==> src/rtl/irq_defs.sv <==
// Shared definitions for the interrupt sequencer.
//
// Contents:
//   state_t          - sequencer FSM state encoding (also exposed as a debug output)
//   BAK_*            - register-bank backup codes driven on o_irq_bak
//   VEC_BASE_DEFAULT - default byte address of the source-0 handler
//   IDX_W            - width of a source index (covers up to 8 sources)
//   vec_addr()       - handler address for a given source index
package irq_defs;

    localparam int IDX_W = 3;

    typedef enum logic [2:0] {
        ST_IDLE    = 3'd0,
        ST_SAVE    = 3'd1,
        ST_VECTOR  = 3'd2,
        ST_HANDLER = 3'd3,
        ST_RETURN  = 3'd4
    } state_t;

    // 00: bank loads r0/r1 with the handler arguments
    // 10: bank saves sp and the sequential next PC
    // 11: bank saves sp and the PC of a register-file write already in flight
    localparam logic [1:0] BAK_LOAD      = 2'b00;
    localparam logic [1:0] BAK_SAVE_NEXT = 2'b10;
    localparam logic [1:0] BAK_SAVE_INFL = 2'b11;

    localparam logic [31:0] VEC_BASE_DEFAULT = 32'h0000_0018;

    // Handlers are one word apart: base + 4 * index.
    function automatic logic [31:0] vec_addr(input logic [31:0] base,
                                             input logic [IDX_W-1:0] idx);
        return base + {27'b0, idx, 2'b00};
    endfunction

endpackage

==> src/rtl/irq_prio_enc.sv <==
// Fixed-priority encoder: the lowest-index asserted request wins.
//
// Ports:
//   req_i   [N-1:0]      request vector
//   idx_o   [IDX_W-1:0]  index of the winning request (0 when none)
//   valid_o              at least one request asserted
module irq_prio_enc
    import irq_defs::*;
#(
    parameter int N = 4
) (
    input  logic [N-1:0]     req_i,
    output logic [IDX_W-1:0] idx_o,
    output logic             valid_o
);

    // Scan from the top down so the last (lowest) hit overwrites the rest.
    always_comb begin
        idx_o   = '0;
        valid_o = |req_i;
        for (int i = N - 1; i >= 0; i--) begin
            if (req_i[i]) begin
                idx_o = IDX_W'(i);
            end
        end
    end

endmodule

==> src/rtl/irq_sequencer.sv <==
// Interrupt entry/exit sequencer for a pipelined core with a banked
// interrupt register set.
//
// Rising edges on i_irq latch pending bits. When something is pending and
// the global mask is clear, the sequencer walks IDLE -> SAVE -> VECTOR ->
// HANDLER, redirecting the PC to VEC_BASE + 4*index. An eret seen in
// HANDLER captures the banked LR and RETURN redirects the PC back to it.
// Nothing advances while en is low.
//
// Parameters:
//   N_SRC     number of interrupt lines (2..8)
//   VEC_BASE  byte address of the source-0 handler
//
// Ports:
//   clk, rst_n          clock, asynchronous active-low reset
//   en                  pipeline advance; all state holds when low
//   i_irq [N_SRC-1:0]   interrupt lines, rising-edge sensitive
//   i_irq_mask          blocks acceptance from IDLE only
//   i_eret              exception return in EX (honoured in HANDLER only)
//   i_lr [31:0]         banked r14 read value
//   i_pc_en             register-file PC write in flight
//   o_int_mode          selects the interrupt register bank
//   o_irq_bak [1:0]     bank backup code (see irq_defs)
//   o_irq_r0/o_irq_r1   handler arguments: source index, pending snapshot
//   o_pc_en/o_pc_reg    PC redirect request and target
//   o_flush             flush younger pipeline stages
//   o_dbg_state [2:0]   current FSM state (state_t encoding)
//
// Build option:
//   IRQ_SYNC_EN  when defined, i_irq passes through a two-flop synchronizer
//                (gated by en) before edge detection.
module irq_sequencer
    import irq_defs::*;
#(
    parameter int          N_SRC    = 4,
    parameter logic [31:0] VEC_BASE = VEC_BASE_DEFAULT
) (
    input  logic             clk,
    input  logic             rst_n,
    input  logic             en,
    input  logic [N_SRC-1:0] i_irq,
    input  logic             i_irq_mask,
    input  logic             i_eret,
    input  logic [31:0]      i_lr,
    input  logic             i_pc_en,
    output logic             o_int_mode,
    output logic [1:0]       o_irq_bak,
    output logic [31:0]      o_irq_r0,
    output logic [31:0]      o_irq_r1,
    output logic             o_pc_en,
    output logic [31:0]      o_pc_reg,
    output logic             o_flush,
    output logic [2:0]       o_dbg_state
);

    state_t           state_q, state_d;
    logic [N_SRC-1:0] pending_q, pending_d;
    logic [N_SRC-1:0] snap_q, snap_d;
    logic [N_SRC-1:0] irq_prev_q;
    logic [IDX_W-1:0] idx_q, idx_d;
    logic [31:0]      lr_q, lr_d;

    logic [N_SRC-1:0] irq_s;
    logic [N_SRC-1:0] irq_rise;
    logic [N_SRC-1:0] clr_mask;
    logic [IDX_W-1:0] win_idx;
    logic             win_valid;

    // ------------------------------------------------------------------
    // Input conditioning
    // ------------------------------------------------------------------
`ifdef IRQ_SYNC_EN
    logic [N_SRC-1:0] sync1_q, sync2_q;

    always_ff @(posedge clk or negedge rst_n) begin
        if (!rst_n) begin
            sync1_q <= '0;
            sync2_q <= '0;
        end else if (en) begin
            sync1_q <= i_irq;
            sync2_q <= sync1_q;
        end
    end

    assign irq_s = sync2_q;
`else
    assign irq_s = i_irq;
`endif

    assign irq_rise = irq_s & ~irq_prev_q;

    // A fresh edge wins over a VECTOR clear of the same bit.
    assign pending_d = (pending_q & ~clr_mask) | irq_rise;

    irq_prio_enc #(
        .N (N_SRC)
    ) u_prio (
        .req_i   (pending_q),
        .idx_o   (win_idx),
        .valid_o (win_valid)
    );

    // ------------------------------------------------------------------
    // State registers
    // ------------------------------------------------------------------
    always_ff @(posedge clk or negedge rst_n) begin
        if (!rst_n) begin
            state_q    <= ST_IDLE;
            pending_q  <= '0;
            snap_q     <= '0;
            irq_prev_q <= '0;
            idx_q      <= '0;
            lr_q       <= '0;
        end else if (en) begin
            state_q    <= state_d;
            pending_q  <= pending_d;
            snap_q     <= snap_d;
            irq_prev_q <= irq_s;
            idx_q      <= idx_d;
            lr_q       <= lr_d;
        end
    end

    // ------------------------------------------------------------------
    // Next state and outputs
    // ------------------------------------------------------------------
    always_comb begin
        state_d    = state_q;
        idx_d      = idx_q;
        snap_d     = snap_q;
        lr_d       = lr_q;
        clr_mask   = '0;
        o_int_mode = 1'b0;
        o_irq_bak  = BAK_LOAD;
        // Outside IDLE the arguments are the values captured at acceptance.
        o_irq_r0   = {{(32-IDX_W){1'b0}}, idx_q};
        o_irq_r1   = {{(32-N_SRC){1'b0}}, snap_q};
        o_pc_en    = 1'b0;
        o_pc_reg   = '0;
        o_flush    = 1'b0;

        unique case (state_q)
            ST_IDLE: begin
                o_irq_r0 = {{(32-IDX_W){1'b0}}, win_idx};
                o_irq_r1 = {{(32-N_SRC){1'b0}}, pending_q};
                if (win_valid && !i_irq_mask) begin
                    state_d = ST_SAVE;
                    idx_d   = win_idx;
                    snap_d  = pending_q;
                end
            end
            ST_SAVE: begin
                // A redirect already in flight is the address to come back to.
                o_irq_bak = i_pc_en ? BAK_SAVE_INFL : BAK_SAVE_NEXT;
                state_d   = ST_VECTOR;
            end
            ST_VECTOR: begin
                o_int_mode = 1'b1;
                o_pc_en    = 1'b1;
                o_pc_reg   = vec_addr(VEC_BASE, idx_q);
                o_flush    = 1'b1;
                clr_mask   = {{(N_SRC-1){1'b0}}, 1'b1} << idx_q;
                state_d    = ST_HANDLER;
            end
            ST_HANDLER: begin
                o_int_mode = 1'b1;
                if (i_eret) begin
                    lr_d    = i_lr;
                    state_d = ST_RETURN;
                end
            end
            ST_RETURN: begin
                o_pc_en  = 1'b1;
                o_pc_reg = lr_q;
                o_flush  = 1'b1;
                state_d  = ST_IDLE;
            end
            default: begin
                state_d = ST_IDLE;
            end
        endcase
    end

    assign o_dbg_state = state_q;

endmodule

==> config.mk <==
export PLATFORM = sky130hd
export DESIGN_NAME = irq_sequencer
export DESIGN_NICKNAME = d
export VERILOG_FILES = /design/src/rtl/irq_defs.sv /design/src/rtl/irq_prio_enc.sv /design/src/rtl/irq_sequencer.sv
export SDC_FILE = /design/constraint.sdc
export NUM_CORES = 1
export LEC_CHECK = 0
export ABC_CLOCK_PERIOD_IN_PS = 1950
export BUFFER_PORTS_ARGS = -buffer_cell sky130_fd_sc_hd__buf_4
export CAP_MARGIN = 20
export CORE_ASPECT_RATIO = 0.7
export CORE_MARGIN = 2
export CORE_UTILIZATION = 46
export CTS_CLUSTER_SIZE = 25
export DETAILED_ROUTE_END_ITERATION = 12
export PLACE_DENSITY = 0.81
export SLEW_MARGIN = 20
export SYNTH_ARGS = -nofsm -noshare
export SYNTH_HDL_FRONTEND = slang
export SYNTH_SLANG_ARGS = --single-unit
==> constraint.sdc <==
create_clock -name clk -period 1.95 [get_ports clk]
set_clock_uncertainty 0.2 [all_clocks]
set_input_delay 0.2925 -clock clk [delete_from_list [all_inputs] [get_ports clk]]
set_output_delay 0.2925 -clock clk [all_outputs]
set_load 0.02 [all_outputs]
==> run metrics, run 1 <==
leading cell types in the layout, fill and taps excluded=sky130_fd_sc_hd__buf_4, sky130_fd_sc_hd__conb_1, sky130_fd_sc_hd__dfrtp_1; maximum number of pins on one net before global-route repair=50; Critical Path Fanout Max=4; number of flops mapped to enable cells by yosys=0; cell depth of the worst flop-to-flop path=6; Vias per Instance=between 4 and 5; run status=finished, violations left; FF-to-FF End=idx_q[1]; Clock Pin Slew Worst Setup and Hold Paths=90 ps; summed instance area of the synthesized netlist=roughly 2800 um2; most frequently used flop master after synthesis=sky130_fd_sc_hd__dfrtp_1; number of warnings printed during yosys synthesis=0; clock sinks=a little under 50; Startpoint Class=register; failing checks=negative setup slack; final design instance area without fill=3830 um2; overall routed net length=6.067 mm; top achievable clock speed=approximately 470 MHz; tightest slew margin relative to the limit=0.5821; count of mapped cells out of synthesis=roughly 250; share of Yosys cell area claimed by the top area cell type=0.4395; average wire length per cell after detail routing=14.04 um; DRC errors left=0; register bit count reported by yosys=49; H-Tree Depth=2; area taken by multi-input logic gates=1355 um2; number of inserted diodes=0; maximum resistive drop on vdd=approximately 0.52 mV; post-layout worst setup margin=-157.3 ps; overall via count from detail_route=a little under 2000; routability-driven placement congestion ratio=0.7973; most area-consuming cells after synthesis=sky130_fd_sc_hd__dfrtp_1, sky130_fd_sc_hd__buf_4, sky130_fd_sc_hd__mux2_1; final critical-path share of the clock period=1.081; classification of the worst setup path=reg2out; count of max-cap constraint violations=0; required time at the endpoint of the critical path=~1500 ps; post-placement cell area=approximately 3300 um2; Core Area=between 5000 and 6000 um2; highest-delay cell along the critical path=sky130_fd_sc_hd__dfrtp_2; Initial Utilization=0.4824; Clock Path Buffers=2; TritonCTS clock tree=done; final-stage net count=between 300 and 400; worst slew pin tran=about 630 ps; average cell area after synthesis=11.25 um2; cell with the most instances on the worst path=sky130_fd_sc_hd__buf_6; most common cell after layout, fill and taps aside=sky130_fd_sc_hd__buf_4; worst-skew pair later-pin latency=290 ps; Std-Cell Rows=23; Port Buf Inserts=87; count of final max-slew check failures=0; total global-route track usage=0.1678; Storage cell area=between 1000 and 1500 um2; Hold Crit Start=i_lr[12]; cell taking the most area after synthesis=sky130_fd_sc_hd__dfrtp_1; final setup violation count=37; Filler Cells Inserted=476; area enclosed by the die boundary=~6700 um2; Clk Tree Root Cell=sky130_fd_sc_hd__clkbuf_8; hold crit path type=in2reg; startpoint of the worst register-to-register path=o_dbg_state[1]; delay of the slowest critical-path stage=around 450 ps; signal arrival time at the worst endpoint=1610 ps; P_leak=between 1.5 and 2 nW; sum of net half-perimeters after detailed placement=roughly 4.2 mm; post-synth cell types=33; total global routing overflow=0; number of antenna violations at the first check in global routing=0; kind of end point of the critical path=output pin; total iterations of the first detailed-routing run=4; Die Wd=a little under 100 um; proportion of synthesized chip area in sequential cells=0.4395; tightest hold margin=around 7.0 ps; Hold Vio Cnt, Final=0; DRT antenna net count=0; proportion of layout cells with a drive suffix above 1=0.4202; CTS Buf Count=5; global-route wire length before repair=slightly above 9 mm; fraction of registers with async set or reset after synthesis=1.000; CP Cell Sequence=nor3_4, buf_6, mux2_4, buf_6; number of top-level pins=around 150; minimum period implied by the final worst setup slack=about 2100 ps; violation count after the first detailed-route iteration=65; Area Growth Syn to Fin=37.26%; launching element of the worst setup path=o_dbg_state[1]; flop2flop setup slack=about 30 ps; Power Density=around 1300 nW/um2; number of global-route vias before repair=around 1800; worst setup path end=o_irq_r0[1]; setup repair after global routing missed its margin=yes; Die Ht=69.16 um
## flip-flops by register name, summed over array words and instances, names as in the netlist
register	flops
lr_q	32
pending_q	4
snap_q	4
idx_q	2
o_dbg_state	3
irq_prev_q	4
## synthesized netlist by cell type, types with 2 or more instances
cell / number
sky130_fd_sc_hd__buf_4: 59
sky130_fd_sc_hd__dfrtp_1: 49
sky130_fd_sc_hd__mux2_1: 35
sky130_fd_sc_hd__and2_1: 29
sky130_fd_sc_hd__mux2_2: 13
sky130_fd_sc_hd__nand2_1: 7
sky130_fd_sc_hd__a21oi_1: 5
sky130_fd_sc_hd__clkbuf_1: 5
sky130_fd_sc_hd__nand3b_1: 5
sky130_fd_sc_hd__o21ai_0: 5
sky130_fd_sc_hd__nand2b_1: 4
sky130_fd_sc_hd__buf_2: 3
sky130_fd_sc_hd__inv_1: 3
sky130_fd_sc_hd__nor3_1: 3
sky130_fd_sc_hd__a21o_1: 2
sky130_fd_sc_hd__buf_6: 2
sky130_fd_sc_hd__nor2_1: 2
sky130_fd_sc_hd__nor2b_1: 2
## cell type report
type,count,share of cell area
multi-input combinational,182,0.3538
sequential,49,0.3208
timing repair buffer,114,0.2659
tap,75,0.02450
clock buffer,7,0.02254
clock inverter,1,0.007841
inverter,4,0.004574
## critical path: cells and delay by family, from the launching register on
family | cells | cell delay, ps
flops | 1 | 450
buf+inv | 2 | 300
simple gates | 1 | 260
mux | 1 | 310
## power by group
group	internal, mW	leakage (nW)	switching, mW
combinational	1.29	1.27	1.11
clock	0.418	0.0585	0.328
sequential	1.47	0.572	0.307
## logic make-up (layout without fill, tap and decap cells)
| group | count (synthesis) | after routing | synth area share |
|---|---|---|---|
| buf+inv | 74 | 126 | 0.1856 |
| simple gates | 61 | 61 | 0.1480 |
| flops | 49 | 49 | 0.4395 |
| mux | 48 | 48 | 0.1937 |
| compound gates | 15 | 15 | 0.03183 |
| other cells | 1 | 58 | 0.001344 |
## stage by stage
stage	power, mW	instances	setup WS, ps	utilization	TNS (ps)
3_3_place_gp	3.564	405	145.9	0.5786	0
6_report	4.932	432	-157.3	0.6621	-2177
5_1_grt	5.212	432	-192.4	0.6621	-4816
3_5_place_dp	3.657	405	111.0	0.5786	0
2_1_floorplan	3.044	305	21.37	-	0
4_1_cts	4.590	422	-161.0	0.6243	-2566
## what timing repair did
| action | 4_1_cts | 5_1_grt |
|---|---|---|
| pin swaps | 2 | 5 |
| endpoints found under the hold margin | 53 | 2 |
| cloned | 0 | 1 |
| endpoints found under the setup margin | 38 | 47 |
| buffers inserted | 4 | 8 |
| hold buffers | 5 | 2 |
| gates resized for setup | 17 | 30 |
## per-layer routing
metal | GRT usage | wire length, um | vias to the layer above
li1 | - | - | 924
met1 | 0.2277 | 2605 | 971
met2 | 0.2747 | 3008 | 81
met3 | 0.04970 | 441 | 2
met4 | 0.02347 | 12 | 0
met5 | 0 | 0 | -
## how the worst min path moves through the flow
stage                    end  slack (ps)  cells past startpoint
2_1_floorplan       idx_q[0]        -200                      0
3_3_place_gp   irq_prev_q[1]         150                      1
3_5_place_dp   irq_prev_q[0]         150                      1
4_1_cts             lr_q[21]         0.3                      2
5_1_grt             lr_q[12]         0.2                      2
6_report            lr_q[12]           7                      2
Note: power is estimated with default switching activity, not from simulation.
==> run 2: changes to the inputs <==
--- a/config.mk
+++ b/config.mk
@@ -5,6 +5,7 @@
 export SDC_FILE = /design/constraint.sdc
 export NUM_CORES = 1
 export LEC_CHECK = 0
+export ABC_AREA = 1
 export ABC_CLOCK_PERIOD_IN_PS = 1950
 export BUFFER_PORTS_ARGS = -buffer_cell sky130_fd_sc_hd__buf_4
 export CAP_MARGIN = 20
==> run metrics, run 2 <==
overall via count from detail_route=approximately 2300; number of global-route vias before repair=roughly 2200; setup repair after global routing missed its margin=yes; minimum period implied by the final worst setup slack=about 1900 ps; number of flops mapped to enable cells by yosys=0; post-synthesis simple-gate area fraction=0.1804; H-Tree Depth=2; global-route wire length before repair=between 9 and 10 mm; reported net switching power=a little under 2 mW; required time at the endpoint of the critical path=1460 ps; area fraction in compound gates after synthesis=0.1273; proportion of synthesized chip area in sequential cells=0.4332; number of antenna violations at the first check in global routing=0; Core Area=just under 6000 um2; fraction of registers with async set or reset after synthesis=1.000; routability-driven placement congestion ratio=roughly 0.9; dominant combinational cell family by area after synthesis=buffers and inverters; total global routing overflow=0; DRC errors left=0; Comb pwr share=0.507; DRT antenna net count=0; Vias per Instance=around 4.3; Die Wd=97.75 um; most frequently used flop master after synthesis=sky130_fd_sc_hd__dfrtp_1; kind of end point of the critical path=output pin; Die Ht=just under 70 um; flip-flop count of the largest register after layout=32; Startpoint Class=register; Power Density=1313 nW/um2; count of final max-slew check failures=0; final design instance area without fill=approximately 3600 um2; utilization of the core after routing=0.6126; proportion of layout cells with a drive suffix above 1=0.3363; cell taking the most area after synthesis=sky130_fd_sc_hd__dfrtp_1; adder-cell area share of the yosys netlist=0; Top reg by flops=lr_q; area enclosed by the die boundary=6806 um2; run status=complete, no violations; final setup violation count=0; Net Sw Frac=0.4129; most instantiated library cell after synthesis=sky130_fd_sc_hd__nor2_1; CTS Buf Count=5; cell internal pwr=2.758 mW; total global-route track usage=0.1665; number of warnings printed during yosys synthesis=0; Setup Total Neg Slack=0 ps; most area-consuming cells after synthesis=sky130_fd_sc_hd__dfrtp_1, sky130_fd_sc_hd__buf_4, sky130_fd_sc_hd__nor2_1; total iterations of the first detailed-routing run=4; Clock Path Buffers=2; maximum number of pins on one net before global-route repair=50; post-placement cell area=approximately 3300 um2; most common cell after layout, fill and taps aside=sky130_fd_sc_hd__buf_4; Area Growth Syn to Fin=26.44%; count of max-cap constraint violations=0; final critical-path share of the clock period=0.9909; classification of the worst setup path=reg2out; final-stage net count=~500; share of power burned in the clock network=0.158; clock sinks=slightly below 50; average wire length per cell after detail routing=11.17 um; P_leak=between 2 and 2.5 nW; hold crit path type=in2reg; tightest slew margin relative to the limit=0.5927; Std-Cell Rows=23; worst slew pin tran=610.9 ps; number of inserted diodes=0; summed instance area of the synthesized netlist=~2800 um2; xor and xnor fraction of the mapped netlist area=0; delay of the slowest critical-path stage=around 420 ps; TritonCTS clock tree=done; sequential cell fraction of total power=0.335; fraction of synthesized area in multiplexers=0; sum of net half-perimeters after detailed placement=about 4.4 mm; number of top-level pins=between 100 and 150; Filler Cells Inserted=542; Clock Pin Slew Worst Setup and Hold Paths=~90 ps; Critical Path Fanout Max=6; average cell area after synthesis=slightly below 8 um2; Initial Utilization=0.4845; worst-skew pair later-pin latency=around 290 ps; Hold Vio Cnt, Final=0; share of Yosys cell area claimed by the top area cell type=0.4332; overall routed net length=5.886 mm; count of mapped cells out of synthesis=about 360; Port Buf Inserts=87; top achievable clock speed=about 520 MHz; CP Cell Sequence=inv_2, nand2_4, nor2_4, buf_6, nand2_1, o21ai_1, buf_4; ranking of synthesized cells by instance count=sky130_fd_sc_hd__nor2_1, sky130_fd_sc_hd__buf_4, sky130_fd_sc_hd__inv_1; leading cell types in the layout, fill and taps excluded=sky130_fd_sc_hd__buf_4, sky130_fd_sc_hd__nor2_1, sky130_fd_sc_hd__conb_1; Clk Tree Root Cell=sky130_fd_sc_hd__clkbuf_8; highest-delay cell along the critical path=sky130_fd_sc_hd__dfrtp_1; register bit count reported by yosys=49; violation count after the first detailed-route iteration=~110; maximum resistive drop on vdd=about 0.53 mV; post-synth cell types=18; tightest hold margin=15.68 ps; signal arrival time at the worst endpoint=approximately 1400 ps
-- run 2: changes by cell type after synthesis, moves of 16 or more --
cell / change
sky130_fd_sc_hd__o21ai_0: +16
sky130_fd_sc_hd__inv_1: +49
sky130_fd_sc_hd__and2_1: -29
sky130_fd_sc_hd__a21oi_2: +21
sky130_fd_sc_hd__nor2_1: +62
sky130_fd_sc_hd__nand2_1: +44
sky130_fd_sc_hd__mux2_1: -35
-- run 2: worst paths after layout --
path / start / end / slack, ps / cells past startpoint
setup / recovery: o_dbg_state[2] / o_irq_r0[1] / 20 / 7
min in group asynchronous: rst_n / irq_prev_q[1] / 350 / 2
setup reg to reg: o_dbg_state[2] / idx_q[0] / 170 / 9
hold / removal: i_irq[2] / irq_prev_q[2] / 20 / 3
hold reg to reg: irq_prev_q[1] / pending_q[1] / 300 / 3
max in group asynchronous: rst_n / o_dbg_state[1] / 750 / 2
-- run 2: layer usage --
| layer | track usage | wire [um] | vias up | share of wire |
|---|---|---|---|---|
| li1 | - | - | 1147 | - |
| met4 | 0.03704 | 76 | 0 | 0.013 |
| met5 | 0 | 0 | - | 0 |
| met1 | 0.2044 | 2523 | 1042 | 0.43 |
| met2 | 0.2943 | 2860 | 93 | 0.49 |
| met3 | 0.04536 | 425 | 8 | 0.072 |
-- run 2: worst max-delay path, delay by kind of cell, from the launching register on --
| family | cells | cell delay (ps) |
|---|---|---|
| DFF | 1 | 420 |
| buffers and inverters | 3 | 400 |
| and+or+nand+nor | 3 | 250 |
| AOI/OAI and AO/OA | 1 | 90 |
-- run 2: timing repair --
item,4_1_cts,5_1_grt
endpoints found under the setup margin,31,40
hold buffers,1,0
pin swaps,1,5
setup buffers,5,2
resized for setup,4,31
hold endpoints to repair,49,0
-- run 2: cell type report --
class                   count  area, um2  area share
repair buffers            101      797.0      0.2227
well taps                  75      93.84     0.02622
multi-input cells         242       1149      0.3210
clock inverters             1      30.03    0.008392
flip-flops and latches     49       1227      0.3430
clock buffers               7      86.33     0.02413
inverters                  52      195.2     0.05455
-- run 2: stage by stage --
step	cells	worst slack, ps	total power, mW
finish	527	17.67	4.697
global route	527	-51.33	5.021
CTS	525	-52.72	4.521
detailed placement	511	153.2	3.692
global placement	511	254.2	3.628
floorplan	414	20.28	3.023
-- run 2: logic make-up after synthesis --
family	Yosys count
flip-flops	49
other	1
buffers and inverters	123
AND/OR/NAND/NOR	128
AO/OA/AOI/OAI	56
-- run 2: power by group through the flow --
stage               registers, mW  clock network, mW  logic (mW)
global placement             1.57                  0        2.05
floorplan                    1.59                  0        1.43
finish                       1.58              0.741        2.38
global route                 1.62              0.803        2.59
detailed placement           1.58                  0        2.11
CTS                          1.56              0.762        2.20
==> run 3: changes to the inputs <==
--- a/config.mk
+++ b/config.mk
@@ -14,6 +14,7 @@
 export CORE_UTILIZATION = 46
 export CTS_CLUSTER_SIZE = 25
 export DETAILED_ROUTE_END_ITERATION = 12
+export GPL_TIMING_DRIVEN = 0
 export PLACE_DENSITY = 0.81
 export SLEW_MARGIN = 20
 export SYNTH_ARGS = -nofsm -noshare
==> run metrics, run 3 (same netlist as run 2, synthesis figures left out) <==
kind of end point of the critical path=output pin; Hold Crit Start=i_irq[0]; number of antenna violations at the first check in global routing=0; startpoint of the worst register-to-register path=o_dbg_state[2]; count of max-cap constraint violations=0; Setup Total Neg Slack=-49.57 ps; Vias per Instance=~4.2; maximum number of pins on one net before global-route repair=50; clock sinks=between 40 and 50; Port Buf Inserts=86; required time at the endpoint of the critical path=between 1000 and 1500 ps; FF-to-FF End=lr_q[2]; worst-skew pair later-pin latency=~300 ps; Hold Vio Cnt, Final=0; Die Wd=just under 100 um; worst slack at placement=-217.5 ps; top achievable clock speed=between 500 and 600 MHz; Power Density=between 1000 and 1500 nW/um2; Clock Path Buffers=2; Critical Path Fanout Max=4; final-stage net count=563; number of global-route vias before repair=approximately 2300; Design Power=4.936 mW; H-Tree Depth=2; most common cell after layout, fill and taps aside=sky130_fd_sc_hd__buf_4; Hold Path Stages=3; classification of the worst setup path=reg2out; leading cell types in the layout, fill and taps excluded=sky130_fd_sc_hd__buf_4, sky130_fd_sc_hd__nor2_1, sky130_fd_sc_hd__conb_1; Core Area=around 5800 um2; total global-route track usage=0.1997; global-route wire length before repair=~11 mm; minimum period implied by the final worst setup slack=slightly below 2000 ps; Std-Cell Rows=23; Startpoint Class=register; DRT antenna net count=0; hold crit path type=in2reg; DRC errors left=0; proportion of layout cells with a drive suffix above 1=0.4253; worst slew pin tran=between 600 and 700 ps; final setup violation count=6; Clock Pin Slew Worst Setup and Hold Paths=90 ps; total iterations of the first detailed-routing run=4; run status=finished, violations left; final critical-path share of the clock period=1.011; final design instance area without fill=roughly 4100 um2; setup repair after global routing missed its margin=yes; Top reg by flops=lr_q; Initial Utilization=0.4845; Die Ht=between 60 and 70 um; Area Growth Syn to Fin=46.37%; CTS Buf Count=5; signal arrival time at the worst endpoint=between 1000 and 1500 ps; worst hold path endpoint=irq_prev_q[0]; TritonCTS clock tree=done; maximum resistive drop on vdd=between 0.5 and 0.6 mV; number of inserted diodes=0; violation count after the first detailed-route iteration=around 130; area enclosed by the die boundary=just under 7000 um2; flip-flop count of the largest register after layout=32; number of top-level pins=around 150; post-layout worst setup margin=-21.04 ps; sum of net half-perimeters after detailed placement=slightly above 5 mm; flop2flop setup slack=160 ps; routability-driven placement congestion ratio=roughly 0.9; tightest slew margin relative to the limit=0.5892; average wire length per cell after detail routing=11.52 um; total global routing overflow=0; overall routed net length=slightly below 7 mm; Clk Tree Root Cell=sky130_fd_sc_hd__clkbuf_8; cell depth of the worst flop-to-flop path=8; post-placement cell area=~3800 um2; P_leak=roughly 2.4 nW; count of final max-slew check failures=0; overall via count from detail_route=between 2000 and 3000; failing checks=negative setup slack
## run 3: changes by cell type in the layout (fill, tap and decap cells not counted), sizes merged
cell and delta:
buf +66, clkbuf +3, dlygate4sd3 +1
## run 3: layout make-up
class,count,area [um2]
fillers,479,1699
flip-flops and latches,49,1230
multi-input cells,242,1162
repair buffers,100,778.2
plain buffers,71,564.3
inverters,52,197.7
well taps,75,93.84
clock buffers,7,86.33
clock inverters,1,30.03
## run 3: how the worst max path moves through the flow
stage | from | endpoint | slack (ps) | depth (start not counted)
after floorplan | o_dbg_state[0] | o_pc_en | 20 | 5
after global placement | o_dbg_state[0] | o_pc_en | -170 | 6
after detailed placement | o_dbg_state[0] | o_pc_en | -220 | 6
after CTS | o_dbg_state[2] | o_pc_en | -20 | 7
after global routing | o_dbg_state[2] | o_pc_en | -110 | 7
final | o_dbg_state[2] | o_pc_en | -20 | 7
## run 3: report_power, final
group / leakage (nW) / internal, mW / switching, mW
Clock: 0.0585 / 0.419 / 0.332
Combinational: 1.84 / 1.09 / 1.50
Sequential: 0.531 / 1.41 / 0.185
## run 3: repair_timing
item                                    CTS  global route
resized for setup                        18            35
buffers inserted                         10             2
hold buffers                              1             1
pin swaps                                 2             5
endpoints found under the setup margin   40            24
endpoints found under the hold margin    49             1
cloned                                    0             0
## run 3: stage by stage
stage,hold slack (ps),instances,utilization
after floorplan,-203.1,414,-
after detailed placement,150.3,575,0.6479
after CTS,1.022,594,0.6888
final,14.13,597,0.7091
after global routing,17.08,597,0.7091
after global placement,148.1,575,0.6479
## run 3: worst max-delay path: stages (launching register included)
cell	delay (ps)
sky130_fd_sc_hd__dfrtp_2	480
sky130_fd_sc_hd__inv_4	110
sky130_fd_sc_hd__nand2_4	70
sky130_fd_sc_hd__nor2_4	150
sky130_fd_sc_hd__inv_2	80
sky130_fd_sc_hd__nand2_2	80
sky130_fd_sc_hd__buf_4	110
sky130_fd_sc_hd__buf_6	100
## run 3: per-layer routing
| layer | vias to the layer above | wire length, um | global-route usage |
|---|---|---|---|
| met5 | - | 0 | 0 |
| met4 | 0 | 18 | 0.03704 |
| met3 | 2 | 445 | 0.04335 |
| met2 | 95 | 3386 | 0.3387 |
| met1 | 1144 | 3029 | 0.2670 |
| li1 | 1295 | - | - |
